--- config.mk ---
export PLATFORM = sky130hd
export DESIGN_NAME = axis_output_pipe
export DESIGN_NICKNAME = d
export VERILOG_FILES = /design/src/rtl/axis_output_pipe.sv
export SDC_FILE = /design/constraint.sdc
export NUM_CORES = 1
export LEC_CHECK = 0
export ABC_AREA = 1
export CAP_MARGIN = 20
export CORE_MARGIN = 2
export CORE_UTILIZATION = 50
export CTS_CLUSTER_DIAMETER = 40
export DETAILED_ROUTE_END_ITERATION = 8
export PLACE_DENSITY = 0.94
export SYNTH_ARGS = -nofsm -noshare
export SYNTH_HDL_FRONTEND = slang
export SYNTH_SLANG_ARGS = --single-unit
export TNS_END_PERCENT = 100
--- constraint.sdc ---
create_clock -name aclk -period 9.01 [get_ports aclk]
set_input_delay 1.802 -clock aclk [delete_from_list [all_inputs] [get_ports aclk]]
set_output_delay 1.802 -clock aclk [all_outputs]
set_load 0.05 [all_outputs]
--- src/rtl/axis_output_pipe.sv ---
// axis_output_pipe
// Output-side serializer for the conv engine. Each accepted wide beat of
// COPIES*CORES*UNITS words is held and emitted as SUB_BEATS narrow AXI-Stream
// beats of M_DATA_WORDS words, lowest-index words first. Config beats are
// accepted and dropped. Frame tlast is carried onto the final narrow beat.
module axis_output_pipe #(
  parameter int WORD_WIDTH   = 8,
  parameter int UNITS        = 4,
  parameter int CORES        = 2,
  parameter int COPIES       = 2,
  parameter int M_DATA_WORDS = 4,
  parameter int TUSER_WIDTH  = 4,
  parameter int I_IS_CONFIG  = 0
) (
  input  logic                                      aclk,
  input  logic                                      aresetn,

  output logic                                      s_axis_tready,
  input  logic                                      s_axis_tvalid,
  input  logic                                      s_axis_tlast,
  input  logic [WORD_WIDTH*COPIES*CORES*UNITS-1:0]  s_axis_tdata,
  input  logic [TUSER_WIDTH-1:0]                    s_axis_tuser,

  input  logic                                      m_axis_tready,
  output logic                                      m_axis_tvalid,
  output logic                                      m_axis_tlast,
  output logic [WORD_WIDTH*M_DATA_WORDS-1:0]        m_axis_tdata,
  output logic [WORD_WIDTH*M_DATA_WORDS/8-1:0]      m_axis_tkeep
);

  localparam int IN_WORDS  = COPIES * CORES * UNITS;
  localparam int SUB_BEATS = IN_WORDS / M_DATA_WORDS;
  localparam int BITS_SUB  = (SUB_BEATS > 1) ? $clog2(SUB_BEATS) : 1;
  localparam int NARROW_W  = WORD_WIDTH * M_DATA_WORDS;
  localparam logic [BITS_SUB-1:0] LAST_IDX = BITS_SUB'(SUB_BEATS - 1);

  typedef enum logic {
    EMPTY = 1'b0,
    SEND  = 1'b1
  } state_t;

  state_t                             state;
  logic [SUB_BEATS-1:0][NARROW_W-1:0] hold_data;
  logic                               hold_last;
  logic [BITS_SUB-1:0]                idx;

  logic full;
  logic at_last;
  logic m_fire;
  logic last_fire;
  logic s_fire;
  logic load;

  // Only the config flag of tuser is meaningful here; the rest is ignored.
  logic unused_tuser;
  assign unused_tuser = ^s_axis_tuser;

  assign full      = (state == SEND);
  assign at_last   = (idx == LAST_IDX);
  assign m_fire    = full && m_axis_tready;
  assign last_fire = m_fire && at_last;

  // Ready depends only on downstream ready, never on s_axis_tvalid, so the
  // slot can be refilled in the same cycle the final sub-beat leaves.
  assign s_axis_tready = !full || (at_last && m_axis_tready);
  assign s_fire        = s_axis_tvalid && s_axis_tready;
  assign load          = s_fire && !s_axis_tuser[I_IS_CONFIG];

  assign m_axis_tvalid = full;
  assign m_axis_tlast  = full && hold_last && at_last;
  assign m_axis_tdata  = hold_data[idx];
  assign m_axis_tkeep  = '1;

  // Control FSM: occupancy, sub-beat position and frame-last flag.
  // NOTE: sequential state uses non-blocking assignments so every flop
  // samples pre-edge values; blocking here would create order-dependent races.
  always_ff @(posedge aclk or negedge aresetn) begin
    if (!aresetn) begin
      state     <= EMPTY;
      idx       <= '0;
      hold_last <= 1'b0;
    end else begin
      if (m_fire) begin
        if (at_last || SUB_BEATS == 1) idx <= '0;
        else                           idx <= idx + 1'b1;
      end
      if (load) begin
        state     <= SEND;
        idx       <= '0;
        hold_last <= s_axis_tlast;
      end else if (last_fire) begin
        state <= EMPTY;
      end
    end
  end

  // Wide-beat payload capture on every accepted data beat.
  // NOTE: the payload register has no reset; it is only observed while the
  // reset-cleared state says it is full, so resetting it would buy nothing.
  always_ff @(posedge aclk) begin
    if (load) hold_data <= s_axis_tdata;
  end

endmodule

==> flow_summary.json, run 1 <==
{
  "status": "finished, final reports clean",
  "reg2regPathDepth": 6,
  "synth_seq_cells": 132,
  "worstSetupEndpointType": "primary output",
  "cp.arrival_ns": 3.30,
  "cp-start-kind": "input port",
  "min_period_over_period_pct": 56.58,
  "synth-simple-area-share_pct": 14.67,
  "synth_area_um2": 5380,
  "holdBufCountCts": 0,
  "avgSynthCellArea_um2": 11.45,
  "synth_fa_ha_area_share_pct": 0.2326,
  "yosys_warnings": 0,
  "setup_viol": 0,
  "drt_iter0_drc": 259,
  "grt.total_usage_pct": 21.49,
  "min_path_type": "reg2reg",
  "leakagePower_uw": 0.003093,
  "wl_per_cell_um": 15.71,
  "dp_hpwl_um": 8039,
  "finalMaxSlewViolations": 0,
  "synth_mux_area_share_pct": 0,
  "core_um2": 10370,
  "fill_cells": 647,
  "synth_top_family_by_area": "simple AND/OR/NAND/NOR gates",
  "antenna_found_initial": 0,
  "max_freq_mhz": 196.2,
  "syn_to_final_growth_pct": 44.95,
  "antennaDiodeCount": 0,
  "tightest_slew_ns": 1.005,
  "r2r-end": "hold_data[63]",
  "fp.dieW_um": 107.7,
  "post-route-drc-count": 0,
  "cts_tree": "yes",
  "num_vias": 3897,
  "whs_path_depth": 2,
  "synth_compound_area_share_pct": 4.558,
  "fin_cells": 788,
  "drive_gt1_share_pct": 5.521,
  "syn-instance-count": 470,
  "clk_path_buf_depth": 2,
  "peakVddDrop_v": 0.0002605,
  "min_to": "hold_last",
  "final_common_cell": "clkdlybuf4s50_1",
  "gr-total-overflow": 0,
  "clock_skew_ns": 0.005148,
  "yosys.area_share.xor_xnor_pct": 0,
  "worstSkewPairLatency_ns": 0.51,
  "synth_seq_area_share_pct": 73.30,
  "antenna_left": 0,
  "p_per_area_nw_per_um2": 320.2,
  "r2r_slack_ns": 5.88,
  "clkSinkCount": 132,
  "cts-htree-levels": 4,
  "via_per_inst": 4.945,
  "grt_max_degree": 132,
  "path_max_fanout": 4,
  "drtPass1Iterations": 5,
  "die_y_um": 107.7,
  "cts_resized": 0,
  "cts_setup_buffers": 0,
  "synthDistinctLibCells": 15,
  "num_rows": 37,
  "gp_congestion": 0.7970,
  "worstReg2RegStart": "idx[0]",
  "grt_pass1_vias": 3925,
  "fin_crit_ns": 5.098,
  "clkSlewWorstSetupHoldPaths_ns": 0.06,
  "min_from": "hold_last",
  "wl_um": 12380,
  "cts_inserted_buffers": 17,
  "max_cap_viol_count": 0,
  "dp_cells": 754,
  "hold_violations": 0,
  "cp.required_ns": 7.21,
  "grt_pass1_wl_um": 18470,
  "tns_ns": 0,
  "portBuffers": 168,
  "final_nets": 777,
  "final_cell_mix": "clkdlybuf4s50_1 (168), nand2_1 (142), edfxtp_1 (128)",
  "relSlewSlack_pct": 33.02,
  "root_buffer": "clkbuf_8",
  "dieArea_um2": 11610,
  "critPathKind": "in2out",
  "holdWs_ns": 0.4986,
  "ioPinCount": 176,
  "rsz0062_at_grt": "no",
  "initial_core_util_pct": 51.88
}
==> metrics by stage <==
| step | util, % | area [um2] | total power (uW) | worst slack, ns |
|---|---|---|---|---|
| 5_1_grt | 75.21 | 7799 | 2606 | 3.836 |
| 4_1_cts | 74.75 | 7751 | 2494 | 3.906 |
| 3_5_place_dp | 68.80 | 7134 | 1768 | 3.909 |
| 3_3_place_gp | 68.80 | 7134 | 1734 | 3.931 |
| 6_report | 75.21 | 7799 | 2497 | 3.912 |
| 2_1_floorplan | - | 5391 | 1467 | 3.576 |
==> report_power, final <==
part | internal (uW) | total, uW | leakage [uW] | switching (uW)
Sequential | 753 | 801 | 0.00122 | 48.5
Clock | 452 | 713 | 0.000303 | 260
Combinational | 331 | 983 | 0.00157 | 652
Total | 1540 | 2500 | 0.00309 | 961
==> logic make-up (layout without fill, tap and decap cells) <==
family                     count (synthesis)  count (layout)
and+or+nand+nor                          209             209
other                                      1               4
DFF                                      132             132
AOI/OAI and AO/OA                         33              33
buffers and inverters                     94             273
adders and majority gates                  1               1
==> worst max-delay path, stage by stage <==
cell and delay [ns]:
clkdlybuf4s50_1 0.51, nand2_1 0.06, nand2_1 0.10, clkdlybuf4s50_1 0.82
==> metal layers <==
layer	vias to the layer above	GRT usage (%)	wire length, um
met3	35	6.780	833
met5	-	0	0
met4	0	13.19	431
met1	1812	23.27	4552
li1	1871	-	-
met2	179	36.57	6566
==> cells in the mapped netlist <==
| cell | instances | share of area [%] |
|---|---|---|
| and3_1 | 1 | 0.12 |
| buf_2 | 11 | 1.0 |
| buf_4 | 5 | 0.70 |
| clkbuf_1 | 8 | 0.56 |
| conb_1 | 1 | 0.070 |
| dfrtp_1 | 4 | 1.9 |
| edfxtp_1 | 128 | 71 |
| ha_1 | 1 | 0.23 |
| inv_1 | 69 | 4.8 |
| inv_2 | 1 | 0.070 |
| nand2_1 | 142 | 9.9 |
| nand3_1 | 2 | 0.19 |
| nor2_1 | 64 | 4.5 |
| o211ai_1 | 32 | 4.5 |
| o21ai_0 | 1 | 0.093 |
==> worst max path at each step <==
stage	start	to	slack (ns)
final	m_axis_tready	s_axis_tready	3.91
after global routing	m_axis_tready	s_axis_tready	3.84
after CTS	m_axis_tready	s_axis_tready	3.91
after detailed placement	m_axis_tready	s_axis_tready	3.91
after global placement	m_axis_tready	s_axis_tready	3.93
after floorplan	m_axis_tready	hold_data[0]	3.58
==> area by class of cell <==
class	instances	area [um2]	share of cell area (%)
clock buffers	17	414.1	5.310
well taps	136	170.2	2.182
clock inverters	15	202.7	2.599
repair buffers	171	1737	22.27
flip-flops and latches	132	3948	50.62
inverters	70	265.3	3.401
multi-input cells	247	1062	13.62
==> state kept, by name, summed over array words and instances, names as in the netlist <==
signal and flops:
idx 2, hold_data 128, m_axis_tvalid 1, hold_last 1
(Power assumes the default switching activity.)
==> run 2, diff against run 1 <==
--- a/config.mk
+++ b/config.mk
@@ -8,10 +8,10 @@
 export ABC_AREA = 1
 export CAP_MARGIN = 20
 export CORE_MARGIN = 2
-export CORE_UTILIZATION = 50
+export CORE_UTILIZATION = 42
 export CTS_CLUSTER_DIAMETER = 40
 export DETAILED_ROUTE_END_ITERATION = 8
-export PLACE_DENSITY = 0.94
+export PLACE_DENSITY = 0.85
 export SYNTH_ARGS = -nofsm -noshare
 export SYNTH_HDL_FRONTEND = slang
 export SYNTH_SLANG_ARGS = --single-unit
==> constraint.sdc (replaced) <==
create_clock -name aclk -period 4.4 [get_ports aclk]
set_input_delay 0.88 -clock aclk [delete_from_list [all_inputs] [get_ports aclk]]
set_output_delay 0.88 -clock aclk [all_outputs]
set_load 0.05 [all_outputs]
==> flow_summary.json, run 2 (synthesized netlist as in run 1, its figures left out) <==
{
  "p_comb_share_pct": 42.2,
  "fin_crit_ns": 3.612,
  "drtPass1Iterations": 4,
  "p_clk_share_pct": 24.3,
  "cp.required_ns": 3.52,
  "grt_pass1_wl_um": 17290,
  "gp_congestion": 0.8311,
  "root_buffer": "clkbuf_16",
  "worstSetupEndpointType": "primary output",
  "grt_max_degree": 70,
  "grt_pass1_vias": 3749,
  "die_y_um": 117.2,
  "dp_cells": 795,
  "holdBufCountCts": 0,
  "relSlewSlack_pct": 63.20,
  "post-route-drc-count": 0,
  "clk_path_buf_depth": 2,
  "totalPowerFinal_uw": 4786,
  "drive_gt1_share_pct": 4.762,
  "postLayoutSetupSlackWorst_ns": 0.7879,
  "largest_reg_flops": 128,
  "fp.dieW_um": 117.2,
  "min_period_over_period_pct": 82.09,
  "max_freq_mhz": 276.8,
  "switching_power_uw": 1875,
  "wl_per_cell_um": 13.96,
  "peakVddDrop_v": 0.0003691,
  "tns_ns": 0,
  "dp_hpwl_um": 8027,
  "cts_resized": 0,
  "leakagePower_uw": 0.003022,
  "power.internal_uw": 2911,
  "portBuffers": 168,
  "cts_inserted_buffers": 17,
  "final_common_cell": "clkdlybuf4s50_1",
  "drt_iter0_drc": 163,
  "tightest_slew_ns": 0.5512,
  "min_path_type": "reg2reg",
  "syn_to_final_growth_pct": 43.51,
  "cts-htree-levels": 4,
  "cts_setup_buffers": 0,
  "cts_tree": "yes",
  "fin_cells": 823,
  "largestRegisters": "hold_data x128, idx x2",
  "worstSkewPairLatency_ns": 0.41,
  "hold_violations": 0,
  "dieArea_um2": 13730,
  "clkSlewWorstSetupHoldPaths_ns": 0.05,
  "setup_viol": 0,
  "final_nets": 780,
  "max_cap_viol_count": 0,
  "ioPinCount": 176,
  "clock_skew_ns": 0.006002,
  "final_cell_mix": "clkdlybuf4s50_1 (168), nand2_1 (142), edfxtp_1 (128)",
  "p_seq_share_pct": 33.5,
  "dp_slack_ns": 1.120,
  "switching_share_pct": 39.18,
  "cp.arrival_ns": 2.73,
  "cp-start-kind": "flop",
  "finalMaxSlewViolations": 0,
  "via_per_inst": 4.570,
  "clkSinkCount": 132,
  "status": "finished, final reports clean",
  "gr-total-overflow": 0,
  "holdWs_ns": 0.4976,
  "antenna_left": 0,
  "wl_um": 11490,
  "initial_core_util_pct": 42.81,
  "antennaDiodeCount": 0,
  "num_vias": 3761,
  "antenna_found_initial": 0,
  "p_per_area_nw_per_um2": 619.8,
  "num_rows": 41,
  "core_um2": 12570,
  "grt.total_usage_pct": 17.14,
  "rsz0062_at_grt": "no",
  "regMostFlops": "hold_data",
  "critPathKind": "reg2out",
  "path_max_fanout": 32
}
==> run 2: path summary, 6_finish.rpt <==
| path | from | cells after the start | slack [ns] | endpoint |
|---|---|---|---|---|
| min in group asynchronous | aresetn | 1 | 0.69 | idx[1] |
| worst min register to register | hold_last | 2 | 0.50 | hold_last |
| worst min-delay path | hold_last | 2 | 0.50 | hold_last |
| max in group asynchronous | aresetn | 1 | 3.50 | idx[0] |
| worst max-delay path | idx[1] | 5 | 0.79 | m_axis_tdata[0] |
| worst max register to register | idx[0] | 7 | 1.65 | hold_data[110] |
==> run 2: stage by stage <==
stage | area [um2] | utilization [%]
global route | 7721 | 61.43
detailed placement | 7243 | 57.63
finish | 7721 | 61.43
global placement | 7243 | 57.63
floorplan | 5395 | -
CTS | 7721 | 61.43
==> run 2: layout make-up <==
cell class	count	area (um2)
fill	968	4847
tap	172	215.2
multi-input combinational	247	1062
sequential	132	3948
timing repair buffer	174	1752
inverter	70	266.5
clock buffer	20	436.7
clock inverter	8	41.29
==> run 2: power groups by stage <==
stage                     logic [uW]  registers, uW  clock network, uW
after floorplan                 1380           1620                  0
after global placement          1990           1620                  0
after detailed placement        2030           1630                  0
after CTS                       2040           1600               1190
after global routing            2170           1620               1250
final                           2020           1600               1160
==> run 2: per-layer routing <==
| layer | GRT usage (%) | wire length [um] | up-vias | part of all wire [%] |
|---|---|---|---|---|
| met2 | 30.42 | 6123 | 128 | 53 |
| met4 | 7.843 | 223 | 0 | 1.9 |
| met1 | 18.59 | 4398 | 1749 | 38 |
| met5 | 0 | 0 | - | 0 |
| met3 | 5.561 | 745 | 21 | 6.5 |
| li1 | - | - | 1863 | - |
==> run 2: critical path, cell delays in order (launching register included) <==
cell             delay [ns]
dfrtp_1                0.42
inv_2                  0.43
buf_4                  0.40
o211ai_1               0.15
nand2_1                0.09
clkdlybuf4s50_1        0.80
